### config.mk
export PLATFORM = sky130hd
export DESIGN_NAME = gate_op_arbiter
export DESIGN_NICKNAME = d
export VERILOG_FILES = /design/src/rtl/gate_op_arbiter.sv
export SDC_FILE = /design/constraint.sdc
export NUM_CORES = 1
export LEC_CHECK = 0
export ABC_AREA = 1
export CORE_AREA = 4 4 78 80
export DETAILED_ROUTE_END_ITERATION = 6
export DIE_AREA = 0 0 82 84
export GPL_TIMING_DRIVEN = 0
export PLACE_DENSITY = 0.84
export SKIP_CTS_REPAIR_TIMING = 1
export SLEW_MARGIN = 5
export SYNTH_ARGS = -nofsm -noshare
export SYNTH_HDL_FRONTEND = slang
export SYNTH_SLANG_ARGS = --single-unit
### constraint.sdc
create_clock -name clk -period 2.4 [get_ports clk]
set_input_delay 0.36 -clock clk [delete_from_list [all_inputs] [get_ports clk]]
set_output_delay 0.36 -clock clk [all_outputs]
set_load 0.01 [all_outputs]
### src/rtl/gate_op_arbiter.sv
// Shares one registered AND/OR/XOR/NAND unit between N_REQ requesters.
// Ports: clk, reset_n, req_valid/ready/op/a/b (per requester),
//   rsp_valid/ready/id/data, busy.
// Optional macro GATE_ARB_FIXED_PRIO_EN: lowest index always wins.
module gate_op_arbiter #(
  parameter int N_REQ = 4,
  parameter int WIDTH = 8,
  parameter int ID_W  = 2
) (
  input  logic                   clk,
  input  logic                   reset_n,
  input  logic [N_REQ-1:0]       req_valid,
  output logic [N_REQ-1:0]       req_ready,
  input  logic [2*N_REQ-1:0]     req_op,
  input  logic [WIDTH*N_REQ-1:0] req_a,
  input  logic [WIDTH*N_REQ-1:0] req_b,
  output logic                   rsp_valid,
  input  logic                   rsp_ready,
  output logic [ID_W-1:0]        rsp_id,
  output logic [WIDTH-1:0]       rsp_data,
  output logic                   busy
);

  typedef enum logic [1:0] {
    IDLE = 2'd0,
    EXEC = 2'd1,
    RESP = 2'd2
  } state_t;

  state_t state, state_nxt;

  logic [ID_W-1:0]  last_grant;
  logic [ID_W-1:0]  cur_id;
  logic [ID_W-1:0]  win;
  logic             any_req;
  logic [1:0]       op_q;
  logic [WIDTH-1:0] a_q;
  logic [WIDTH-1:0] b_q;
  logic [1:0]       sel_op;
  logic [WIDTH-1:0] sel_a;
  logic [WIDTH-1:0] sel_b;

  function automatic logic [WIDTH-1:0] gate_f(
    input logic [1:0]       op,
    input logic [WIDTH-1:0] a,
    input logic [WIDTH-1:0] b
  );
    logic [WIDTH-1:0] r;
    r = '0;
    unique case (1'b1)
      (op == 2'b00): r = a & b;
      (op == 2'b01): r = a | b;
      (op == 2'b10): r = a ^ b;
      (op == 2'b11): r = ~(a & b);
      default:       r = '0;
    endcase
    return r;
  endfunction

  assign any_req = |req_valid;

  // Descending scans leave the lowest matching index in win.
  always_comb begin
    win = '0;
`ifdef GATE_ARB_FIXED_PRIO_EN
    for (int j = N_REQ-1; j >= 0; j--)
      if (req_valid[j]) win = ID_W'(j);
`else
    // Wrap fallback: lowest valid overall.
    for (int j = N_REQ-1; j >= 0; j--)
      if (req_valid[j]) win = ID_W'(j);
    // Preferred: lowest valid strictly above last_grant.
    for (int j = N_REQ-1; j >= 0; j--)
      if (req_valid[j] && (j > int'(last_grant)))
        win = ID_W'(j);
`endif
  end

  always_comb begin
    sel_op = '0;
    sel_a  = '0;
    sel_b  = '0;
    for (int j = 0; j < N_REQ; j++) begin
      if (win == ID_W'(j)) begin
        sel_op = req_op[2*j +: 2];
        sel_a  = req_a[WIDTH*j +: WIDTH];
        sel_b  = req_b[WIDTH*j +: WIDTH];
      end
    end
  end

  // Mealy grant; held low while reset is asserted.
  always_comb begin
    req_ready = '0;
    if (state == IDLE && any_req && reset_n)
      req_ready = N_REQ'(1) << win;
  end

  assign busy = (state != IDLE);

  always_comb begin
    state_nxt = state;
    unique case (state)
      IDLE:    if (any_req) state_nxt = EXEC;
      EXEC:    state_nxt = RESP;
      RESP:    if (rsp_ready) state_nxt = IDLE;
      default: state_nxt = IDLE;
    endcase
  end

  always_ff @(posedge clk or negedge reset_n) begin
    if (!reset_n) state <= IDLE;
    else          state <= state_nxt;
  end

  always_ff @(posedge clk or negedge reset_n) begin
    if (!reset_n) begin
      op_q       <= '0;
      a_q        <= '0;
      b_q        <= '0;
      cur_id     <= '0;
      last_grant <= ID_W'(N_REQ-1);
      rsp_valid  <= 1'b0;
      rsp_id     <= '0;
      rsp_data   <= '0;
    end else begin
      unique case (state)
        IDLE: begin
          if (any_req) begin
            op_q       <= sel_op;
            a_q        <= sel_a;
            b_q        <= sel_b;
            cur_id     <= win;
            last_grant <= win;
          end
        end
        EXEC: begin
          rsp_data  <= gate_f(op_q, a_q, b_q);
          rsp_id    <= cur_id;
          rsp_valid <= 1'b1;
        end
        RESP: begin
          if (rsp_ready) rsp_valid <= 1'b0;
        end
        default: ;
      endcase
    end
  end

endmodule

==> results by group, run 1 <==
Status
  – Status: finished, final reports clean

Synthesis
  – Most frequent cells after synthesis: nand2_1 (73), nand3_1 (56), nor2_1 (56)
  – Count leader, synth: nand2_1
  – Largest area contributor in the netlist: dfrtp_1
  – Net Count, Synth: 453
  – Sequential cell area fraction in the yosys report: 34.84%
  – Top_reg_cell synth: dfrtp_1
  – Post-synth cell types: 24
  – Post-synth top area share: 32.75%
  – Post-synth EDFFs: 0
  – Gate Count Post-Synth: between 300 and 400
  – Mapped cell area: approximately 0.0025 sq mm
  – Flops & latches, synth: 35
  – Synth warnings: 0
  – FFs w/ async S/R, synth: between 90% and 100%
  – Mean Syn Cell Area: slightly above 7 sq um
  – Top post-synthesis cells by area: dfrtp_1 (33%), nand3_1 (11%), nand2_1 (11%)

Floorplanning
  – Die ar.: 0.006888 sq mm
  – Die Wd: around 80 microns
  – I/O pin count: 95
  – Die Span Y: around 84 microns
  – CORE AREA: 0.005405 sq mm
  – # rows: 27
  – Starting Density: between 40% and 50%

STA
  – Max Clock Freq: roughly 430 MHz
  – Endpoints failing setup: 0
  – Clk_skew: a little over 0.008 ns
  – Max-slew headroom: between 40% and 50%
  – Minimum clock period after layout: about 2.3 ns
  – Period utilization: slightly below 100%
  – Worst Tran Pin Value: 0.7638 ns
  – RSZ-0062 raised after global routing: yes
  – Pins over their slew limit: 0
  – Final hold vios: 0

GRT
  – GRT Util Overall: 21.61%
  – Initial antenna violation count: 0
  – Vias in the first global route: about 2,700
  – Gr ovfl total: 0
  – First-pass GRT wire length: about 12,000 microns
  – Largest net degree at the start of global routing: 37

Job
  – MaxCap Viol Count: 0

Setup path
  – Cell mode on critical path: nand2_1
  – CP delay by family, top: buffers and inverters
  – Worst R2R Setup Slack: between 0.6 and 0.7 ns
  – Worst setup SP type: input port
  – FF-to-FF path depth: 10
  – Worst path required time: around 2.0 ns
  – Worst path max stage delay: about 0.52 ns
  – Critical path class: in2out
  – CP max FO: 10
  – Crit path max-delay cell type: clkdlybuf4s50_1
  – Crit path buffers/inverters: 4
  – Critical Path Stages: 11
  – Setup crit end kind: output pin
  – CP Cell Sequence: clkdlybuf4s50_1 -> inv_1 -> nand2_1 -> nand2_1 -> nand2_1 -> nand2_1 -> nand2_4 -> nand2_2 -> buf_4 -> nor3_2 -> clkbuf_2
  – Crit path arrival time: 1.95 ns

Final layout
  – Synthesis-to-layout area growth: 45.31%
  – Layout cells sized above 1: under 10%
  – # fillers: between 400 and 500
  – Fin area: between 0.003 and 0.004 sq mm
  – Fin util: 67.78%
  – Nets: approximately 560
  – Diode count: 0

Place
  – Placed inst area: approximately 0.0035 sq mm
  – I/O Buffers: 94
  – RePlAce Congestion: around 0.9
  – HPWL after DPL: between 5000 and 6000 microns

Power
  – Peak VDD IR: 0.0005297 V
  – Power density over cell area: ~1100 mW/mm^2
  – Leakage: roughly 1.7 nW

CTS
  – Clock Pin Slew Worst Setup and Hold Paths: around 0.07 ns
  – H-tree Lvls: 2
  – Clock latency on the worst-skew pair: 0.29 ns
  – Num CTS Buffers: 5
  – Clock Root Buffer: clkbuf_8
  – CTS sink count: 35
  – CTS Buffer Depth: 2
  – CTS tree: yes

Drt
  – Antenna-violating nets left: 0
  – DR vias: about 2,800
  – Iteration-0 DRC count of the detailed router: around 140
  – Via density: about 5.2
  – Drt wl/cell: 13.23 microns
  – Post-Route WL: a little over 7000 microns
  – Drt drc: 0
  – DRT Pass-1 Iters: 4

Min path
  – Hold Crit Class: in2async
[metal layers]
metal | global-route usage (%) | wire, microns
met5 | 0 | 0
met4 | 6.798 | 133
met3 | 6.911 | 706
met2 | 36.30 | 3445
met1 | 25.66 | 2767
[worst register-to-register path: stages (launching register included)]
cell	delay [ns]
dfstp_2	0.55
nand2_1	0.06
nand2_1	0.09
nand2_1	0.10
nand2_4	0.14
buf_4	0.16
buf_2	0.21
nand4_1	0.10
nand3_1	0.14
nor2_1	0.06
nor2_1	0.08
[cells by family (layout without fill, tap and decap cells)]
family	Yosys count	in the layout	share of synthesized area (%)
simple gates	220	220	39.55
fa+ha+maj	16	16	7.940
buf+inv	54	157	10.17
compound gates	33	33	7.494
flops	35	35	34.84
[layout make-up]
type	count	area (sq um)	area share, %
multi-input cells	269	1415	38.63
clock buffers	6	72.57	1.981
repair buffers	95	938.4	25.61
flip-flops and latches	35	878.3	23.98
inverters	34	127.6	3.484
clock inverters	2	12.51	0.3415
plain buffers	20	128.9	3.518
well taps	72	90.09	2.459
[flip-flops by register name, indices dropped and copies added, names as in the netlist]
name / flops
b_q: 8
rsp_data: 8
rsp_valid: 1
last_grant: 2
rsp_id: 2
cur_id: 2
a_q: 8
state: 2
op_q: 2
[per-stage QoR]
step	setup WS [ns]	cells	hold WS [ns]	setup TNS (ns)	total power [mW]
final	0.09028	533	0.1383	0	3.953
after global routing	-0.01248	533	0.2046	-0.02596	4.386
after CTS	-0.4541	532	0.1592	-1.545	3.944
after detailed placement	-0.4432	524	0.4727	-1.482	3.527
after global placement	-1.102	524	0.4641	-4.109	3.417
after floorplan	0.6067	358	0.06441	0	2.721
[worst paths after layout]
check,from,endpoint
min reg2reg,rsp_data[1],rsp_data[1]
min,reset_n,cur_id[1]
min in group clk,rsp_data[1],rsp_data[1]
max,req_valid[2],req_ready[2]
max reg2reg,last_grant[0],b_q[4]
max in group asynchronous,reset_n,op_q[1]
[layout by cell type, fill, tap and decap left out, types with 4 or more instances in the layout]
cell	n
clkbuf_8	5
buf_2	8
nand4_1	18
inv_1	30
a211oi_1	8
ha_1	16
nor3_1	8
o21ai_0	23
nand2_1	71
clkbuf_1	6
nand3_1	56
dfrtp_1	33
clkdlybuf4s50_1	89
buf_4	6
nor2_1	55
nand2_2	4
[power breakdown]
part | switching [mW] | internal (mW) | leakage, nW
registers | 0.201 | 0.908 | 0.411
clock network | 0.208 | 0.202 | 0.0412
logic | 1.41 | 1.03 | 1.28
total | 1.81 | 2.14 | 1.73
No activity file was read; power rests on OpenSTA's default activity.
==> inputs of run 2 (changes only) <==
--- a/config.mk
+++ b/config.mk
@@ -6,12 +6,12 @@
 export NUM_CORES = 1
 export LEC_CHECK = 0
 export ABC_AREA = 1
+export CAP_MARGIN = 30
 export CORE_AREA = 4 4 78 80
 export DETAILED_ROUTE_END_ITERATION = 6
 export DIE_AREA = 0 0 82 84
 export GPL_TIMING_DRIVEN = 0
 export PLACE_DENSITY = 0.84
-export SKIP_CTS_REPAIR_TIMING = 1
 export SLEW_MARGIN = 5
 export SYNTH_ARGS = -nofsm -noshare
 export SYNTH_HDL_FRONTEND = slang
==> results by group, run 2 (synthesis results as in run 1) <==
Setup path
  – CP max FO: 10 (unchanged)
  – CP delay by family, top: buffers and inverters
  – Worst setup SP type: input port
  – Crit path max-delay cell type: clkdlybuf4s50_1
  – Worst path required time: 2.04 ns (about the same)
  – FF-to-FF path depth: 11 (+1)
  – Crit path buffers/inverters: 4 (unchanged)
  – Crit path arrival time: 1.92 ns (-0.03 ns)
  – Critical Path Stages: 8 (-3)
  – CP Cell Sequence: clkdlybuf4s50_1 -> nor2_1 -> a21oi_2 -> nand2_4 -> buf_8 -> buf_4 -> nor3_2 -> buf_2
  – Setup crit end kind: output pin
  – Critical path class: in2out
  – Worst path max stage delay: 0.52 ns (about the same)

GRT
  – First-pass GRT wire length: 11,850 microns (+0.83%)
  – Vias in the first global route: 2,724 (+1.6%)
  – GRT Util Overall: 21.83% (+0.22 points)
  – Gr ovfl total: 0 (unchanged)
  – Initial antenna violation count: 0 (unchanged)
  – Largest net degree at the start of global routing: 37 (unchanged)

STA
  – Pins over their slew limit: 0 (unchanged)
  – Minimum clock period after layout: 2.275 ns (-0.03431 ns)
  – Final hold vios: 0 (unchanged)
  – Max Clock Freq: 439.5 MHz (+1.5%)
  – Max-slew headroom: 49.41% (+0.33 points)
  – Final worst slack: 0.1246 ns (+0.03431 ns)
  – Worst Tran Pin Value: 0.7589 ns (-0.004961 ns)
  – Clk_skew: 0.009006 ns (+0.0007631 ns)
  – Endpoints failing setup: 0 (unchanged)
  – Period utilization: 94.81% (-1.4 points)
  – RSZ-0062 raised after global routing: no
  – Setup TNS: 0 ns (unchanged)
  – Hold slack: 0.1348 ns (-0.003505 ns)

CTS
  – CTS Buffer Depth: 2 (unchanged)
  – Num CTS Buffers: 5 (unchanged)
  – Clock Pin Slew Worst Setup and Hold Paths: 0.07 ns (about the same)
  – CTS hold repair buffers: 0
  – Clock latency on the worst-skew pair: 0.29 ns (about the same)
  – CTS tree: yes
  – Clock Root Buffer: clkbuf_8
  – CTS sink count: 35 (unchanged)
  – H-tree Lvls: 2 (unchanged)

Drt
  – Drt drc: 0 (unchanged)
  – Via density: 5.202 (-0.87%)
  – DRT Pass-1 Iters: 4 (unchanged)
  – DR vias: 2,778 (-0.68%)
  – Iteration-0 DRC count of the detailed router: 128 (-7.9%)
  – Post-Route WL: 7077 microns (+0.35%)
  – Antenna-violating nets left: 0 (unchanged)
  – Drt wl/cell: 13.25 microns (+0.17%)

Place
  – Placed inst area: 0.003547 sq mm (unchanged)
  – HPWL after DPL: 5758 microns (unchanged)
  – I/O Buffers: 94 (unchanged)
  – RePlAce Congestion: 0.9112 (unchanged)
  – DP Worst Slack: -0.4432 ns (unchanged)

Final layout
  – FF+latch area: 878.3 sq um (unchanged)
  – # fillers: 458 (+1.3%)
  – Diode count: 0 (unchanged)
  – Layout cells sized above 1: 9.957% (+0.41 points)
  – Commonest non-fill, non-tap cells in the layout: clkdlybuf4s50_1 (88), nand2_1 (71), nor2_1 (56), nand3_1 (56), dfrtp_1 (33)
  – Nets: 556 (+0.18%)
  – Multi-input logic area: 0.001406 sq mm (-0.62%)
  – Synthesis-to-layout area growth: 45.26% (about the same)
  – Fin area: 0.003662 sq mm (about the same)
  – Leading registers by flop count: a_q: 8 flops, b_q: 8 flops, rsp_data: 8 flops
  – Commonest non-fill, non-tap cell in the layout: clkdlybuf4s50_1

Floorplanning
  – # rows: 27 (unchanged)
  – I/O pin count: 95 (unchanged)
  – Die ar.: 0.006888 sq mm (unchanged)
  – CORE AREA: 0.005405 sq mm (unchanged)
  – Die Wd: 82 microns (unchanged)
  – Die Span Y: 84 microns (unchanged)
  – Starting Density: 46.64% (unchanged)

Min path
  – Hold Crit Class: in2async

Power
  – Power density over cell area: 1082 mW/mm^2 (+0.28%)
  – Peak VDD IR: 0.0005319 V (+0.42%)
  – Leakage: 1.717 nW (-0.92%)
  – Total Power: 3.963 mW (+0.25%)

Status
  – Status: finished, final reports clean

Job
  – MaxCap Viol Count: 0 (unchanged)
## run 2: worst paths after layout
| check | from | to | slack [ns] |
|---|---|---|---|
| max | req_valid[2] | req_ready[2] | 0.12 |
| min | reset_n | cur_id[1] | 0.13 |
| max reg2reg | last_grant[0] | a_q[2] | 0.56 |
| min reg2reg | rsp_data[1] | rsp_data[1] | 0.48 |
| max in group asynchronous | reset_n | op_q[1] | 1.78 |
| min in group clk | rsp_data[1] | rsp_data[1] | 0.48 |
## run 2: metrics by stage
stage          utilization (%)  instances
3_5_place_dp             65.63        524
5_1_grt                  67.75        534
6_report                 67.75        534
4_1_cts                  68.03        534
3_3_place_gp             65.72        524
2_1_floorplan                -        358
## run 2: where the power goes
group | internal [mW] | leakage [nW] | total [mW] | switching (mW)
Clock | 0.202 | 0.0412 | 0.411 | 0.208
Sequential | 0.909 | 0.411 | 1.11 | 0.201
Combinational | 1.04 | 1.27 | 2.44 | 1.40
Total | 2.15 | 1.72 | 3.96 | 1.81
## run 2: layer usage
metal / up-vias / routed length [microns] / global-route usage, %
li1: 1394 / - / -
met1: 1234 / 2777 / 25.52
met2: 133 / 3456 / 36.74
met3: 17 / 718 / 7.127
met4: 0 / 125 / 7.402
met5: - / 0 / 0
## run 2: what timing repair did
action,CTS,global route
endpoints found under the hold margin,0,0
pin swaps,4,2
resized for setup,11,9
endpoints found under the setup margin,4,4
buffers inserted,2,0
## run 2: area by class of cell
type | instances | share of cell area, %
buffer | 20 | 3.519
clock buffer | 6 | 1.982
timing repair buffer | 96 | 25.83
tap | 72 | 2.460
clock inverter | 2 | 0.3416
multi-input combinational | 269 | 38.40
inverter | 34 | 3.485
sequential | 35 | 23.98
==> inputs of run 3 (changes only) <==
--- a/config.mk
+++ b/config.mk
@@ -11,7 +11,7 @@
 export DETAILED_ROUTE_END_ITERATION = 6
 export DIE_AREA = 0 0 82 84
 export GPL_TIMING_DRIVEN = 0
-export PLACE_DENSITY = 0.84
+export PLACE_DENSITY = 0.93
 export SLEW_MARGIN = 5
 export SYNTH_ARGS = -nofsm -noshare
 export SYNTH_HDL_FRONTEND = slang
==> results by group, run 3 (synthesis results as in run 1) <==
Setup path
  – Crit. Startpoint: req_valid[1]
  – R2r startpoint: last_grant[1]
  – Setup crit end kind: output pin
  – Crit path arrival time: 1.92 ns (about the same)
  – Critical path class: in2out
  – Terminus of the critical flop-to-flop path: b_q[2]
  – Worst R2R Setup Slack: 0.61 ns (+0.05 ns)
  – CP max FO: 10 (unchanged)
  – FF-to-FF path depth: 7 (-4)
  – Worst setup SP type: input port
  – Worst path required time: 2.04 ns (about the same)

STA
  – Minimum clock period after layout: 2.275 ns (-0.0001930 ns)
  – Hold slack: 0.1345 ns (-0.0003210 ns)
  – Final hold vios: 0 (unchanged)
  – Max-slew headroom: 48.39% (-1.0 points)
  – RSZ-0062 raised after global routing: no
  – Period utilization: 94.80% (about the same)
  – Pins over their slew limit: 0 (unchanged)
  – Setup TNS: 0 ns (unchanged)
  – Max Clock Freq: 439.5 MHz (about the same)
  – Clk_skew: 0.006686 ns (-0.002320 ns)
  – Worst Tran Pin Value: 0.7742 ns (+0.01531 ns)
  – Endpoints failing setup: 0 (unchanged)

GRT
  – Vias in the first global route: 2,807 (+3.0%)
  – Gr ovfl total: 0 (unchanged)
  – GRT Util Overall: 23.14% (+1.3 points)
  – Largest net degree at the start of global routing: 37 (unchanged)
  – First-pass GRT wire length: 12,550 microns (+5.9%)
  – Initial antenna violation count: 0 (unchanged)

Drt
  – Via density: 5.326 (+2.4%)
  – Drt drc: 0 (unchanged)
  – Antenna-violating nets left: 0 (unchanged)
  – Post-Route WL: 7452 microns (+5.3%)
  – Drt wl/cell: 13.96 microns (+5.3%)
  – DRT Pass-1 Iters: 5 (+1)
  – Iteration-0 DRC count of the detailed router: 143 (+12%)
  – DR vias: 2,844 (+2.4%)

Final layout
  – Fin util: 68.22% (+0.46 points)
  – Commonest non-fill, non-tap cell in the layout: clkdlybuf4s50_1
  – Diode count: 0 (unchanged)
  – Leading registers by flop count: a_q: 8 flops, b_q: 8 flops, rsp_data: 8 flops
  – Commonest non-fill, non-tap cells in the layout: clkdlybuf4s50_1 (88), nand2_1 (71), nand3_1 (56)
  – Nets: 556 (unchanged)
  – Layout cells sized above 1: 10.61% (+0.65 points)
  – Post-Layout Cell Count: 534 (unchanged)
  – Synthesis-to-layout area growth: 46.25%

Power
  – Seq pwr share: 27.0% (-1.0 points)
  – Comb power frac: 59.9% (-1.7 points)
  – Switching Fraction: 45.42% (-0.28 points)
  – Pint: 2.248 mW (+4.4%)
  – Leakage: 1.729 nW (+0.66%)
  – Clk pwr share: 13.1% (+2.7 points)
  – Total Power: 4.118 mW (+3.9%)
  – Power density over cell area: 1117 mW/mm^2 (+3.2%)
  – Peak VDD IR: 0.0005572 V (+4.8%)
  – Net Switching: 1.870 mW (+3.3%)

Floorplanning
  – CORE AREA: 0.005405 sq mm (unchanged)
  – Starting Density: 46.64% (unchanged)
  – # rows: 27 (unchanged)
  – Die Wd: 82 microns (unchanged)
  – Die Span Y: 84 microns (unchanged)
  – I/O pin count: 95 (unchanged)
  – Die ar.: 0.006888 sq mm (unchanged)

Job
  – MaxCap Viol Count: 0 (unchanged)

CTS
  – H-tree Lvls: 2 (unchanged)
  – Clock latency on the worst-skew pair: 0.30 ns (about the same)
  – Num CTS Buffers: 5 (unchanged)
  – CTS tree: yes
  – Clock Pin Slew Worst Setup and Hold Paths: 0.08 ns (about the same)
  – Clock Root Buffer: clkbuf_8
  – CTS sink count: 35 (unchanged)
  – CTS Buffer Depth: 2 (unchanged)
  – CTS hold repair buffers: 0 (unchanged)

Status
  – Status: finished, final reports clean

Place
  – RePlAce Congestion: 0.9201 (+0.98%)
  – HPWL after DPL: 5882 microns (+2.1%)
  – Placed cells: 524 (unchanged)
  – I/O Buffers: 94 (unchanged)

Min path
  – Hold Crit Class: in2async
-- run 3: power by group through the flow --
stage,Sequential [mW],Combinational [mW],Clock [mW]
CTS,1.11,2.45,0.544
global placement,1.11,2.31,0
floorplan,1.12,1.60,0
detailed placement,1.12,2.42,0
finish,1.11,2.47,0.538
global route,1.15,2.81,0.566
-- run 3: stage by stage --
step	cell area, sq um	worst slack, ns
2_1_floorplan	2521	0.6067
3_3_place_gp	3552	-1.091
3_5_place_dp	3547	-0.3820
4_1_cts	3677	-0.007100
5_1_grt	3687	0.02353
6_report	3687	0.1248
-- run 3: worst max-delay path by stage --
stage | end | slack, ns | depth (start not counted)
2_1_floorplan | req_ready[2] | 0.61 | 6
3_3_place_gp | req_ready[2] | -1.09 | 4
3_5_place_dp | req_ready[2] | -0.38 | 9
4_1_cts | req_ready[2] | -0.007 | 11
5_1_grt | req_ready[2] | 0.02 | 9
6_report | req_ready[0] | 0.12 | 9
-- run 3: repair_timing --
action / 4_1_cts / 5_1_grt
buffers inserted: 0 / 2
pin swaps: 1 / 4
cloned: 0 / 0
setup endpoints to repair: 4 / 4
gates resized for setup: 10 / 11
-- run 3: final cells by class --
type / instances / area, sq um
Buffer: 20 / 128.9
Tap cell: 72 / 90.09
Fill cell: 464 / 1718
Clock buffer: 5 / 68.82
Timing Repair Buffer: 96 / 933.4
Sequential cell: 35 / 878.3
Inverter: 34 / 127.6
Multi-Input combinational cell: 269 / 1416
Clock inverter: 3 / 43.79
-- run 3: critical path: stages --
cell and delay (ns):
clkdlybuf4s50_1 0.54, inv_2 0.06, nand2_1 0.08, nand3_2 0.09, nand2_4 0.13, inv_2 0.05, buf_2 0.19, nor3_2 0.23
clkbuf_2 0.17
-- run 3: per-layer routing --
| metal | track usage [%] | vias to the layer above | share of wire, % |
|---|---|---|---|
| li1 | - | 1392 | - |
| met1 | 27.35 | 1282 | 38 |
| met2 | 39.60 | 148 | 50 |
| met3 | 5.616 | 22 | 8.9 |
| met4 | 8.610 | 0 | 2.5 |
| met5 | 0 | - | 0 |
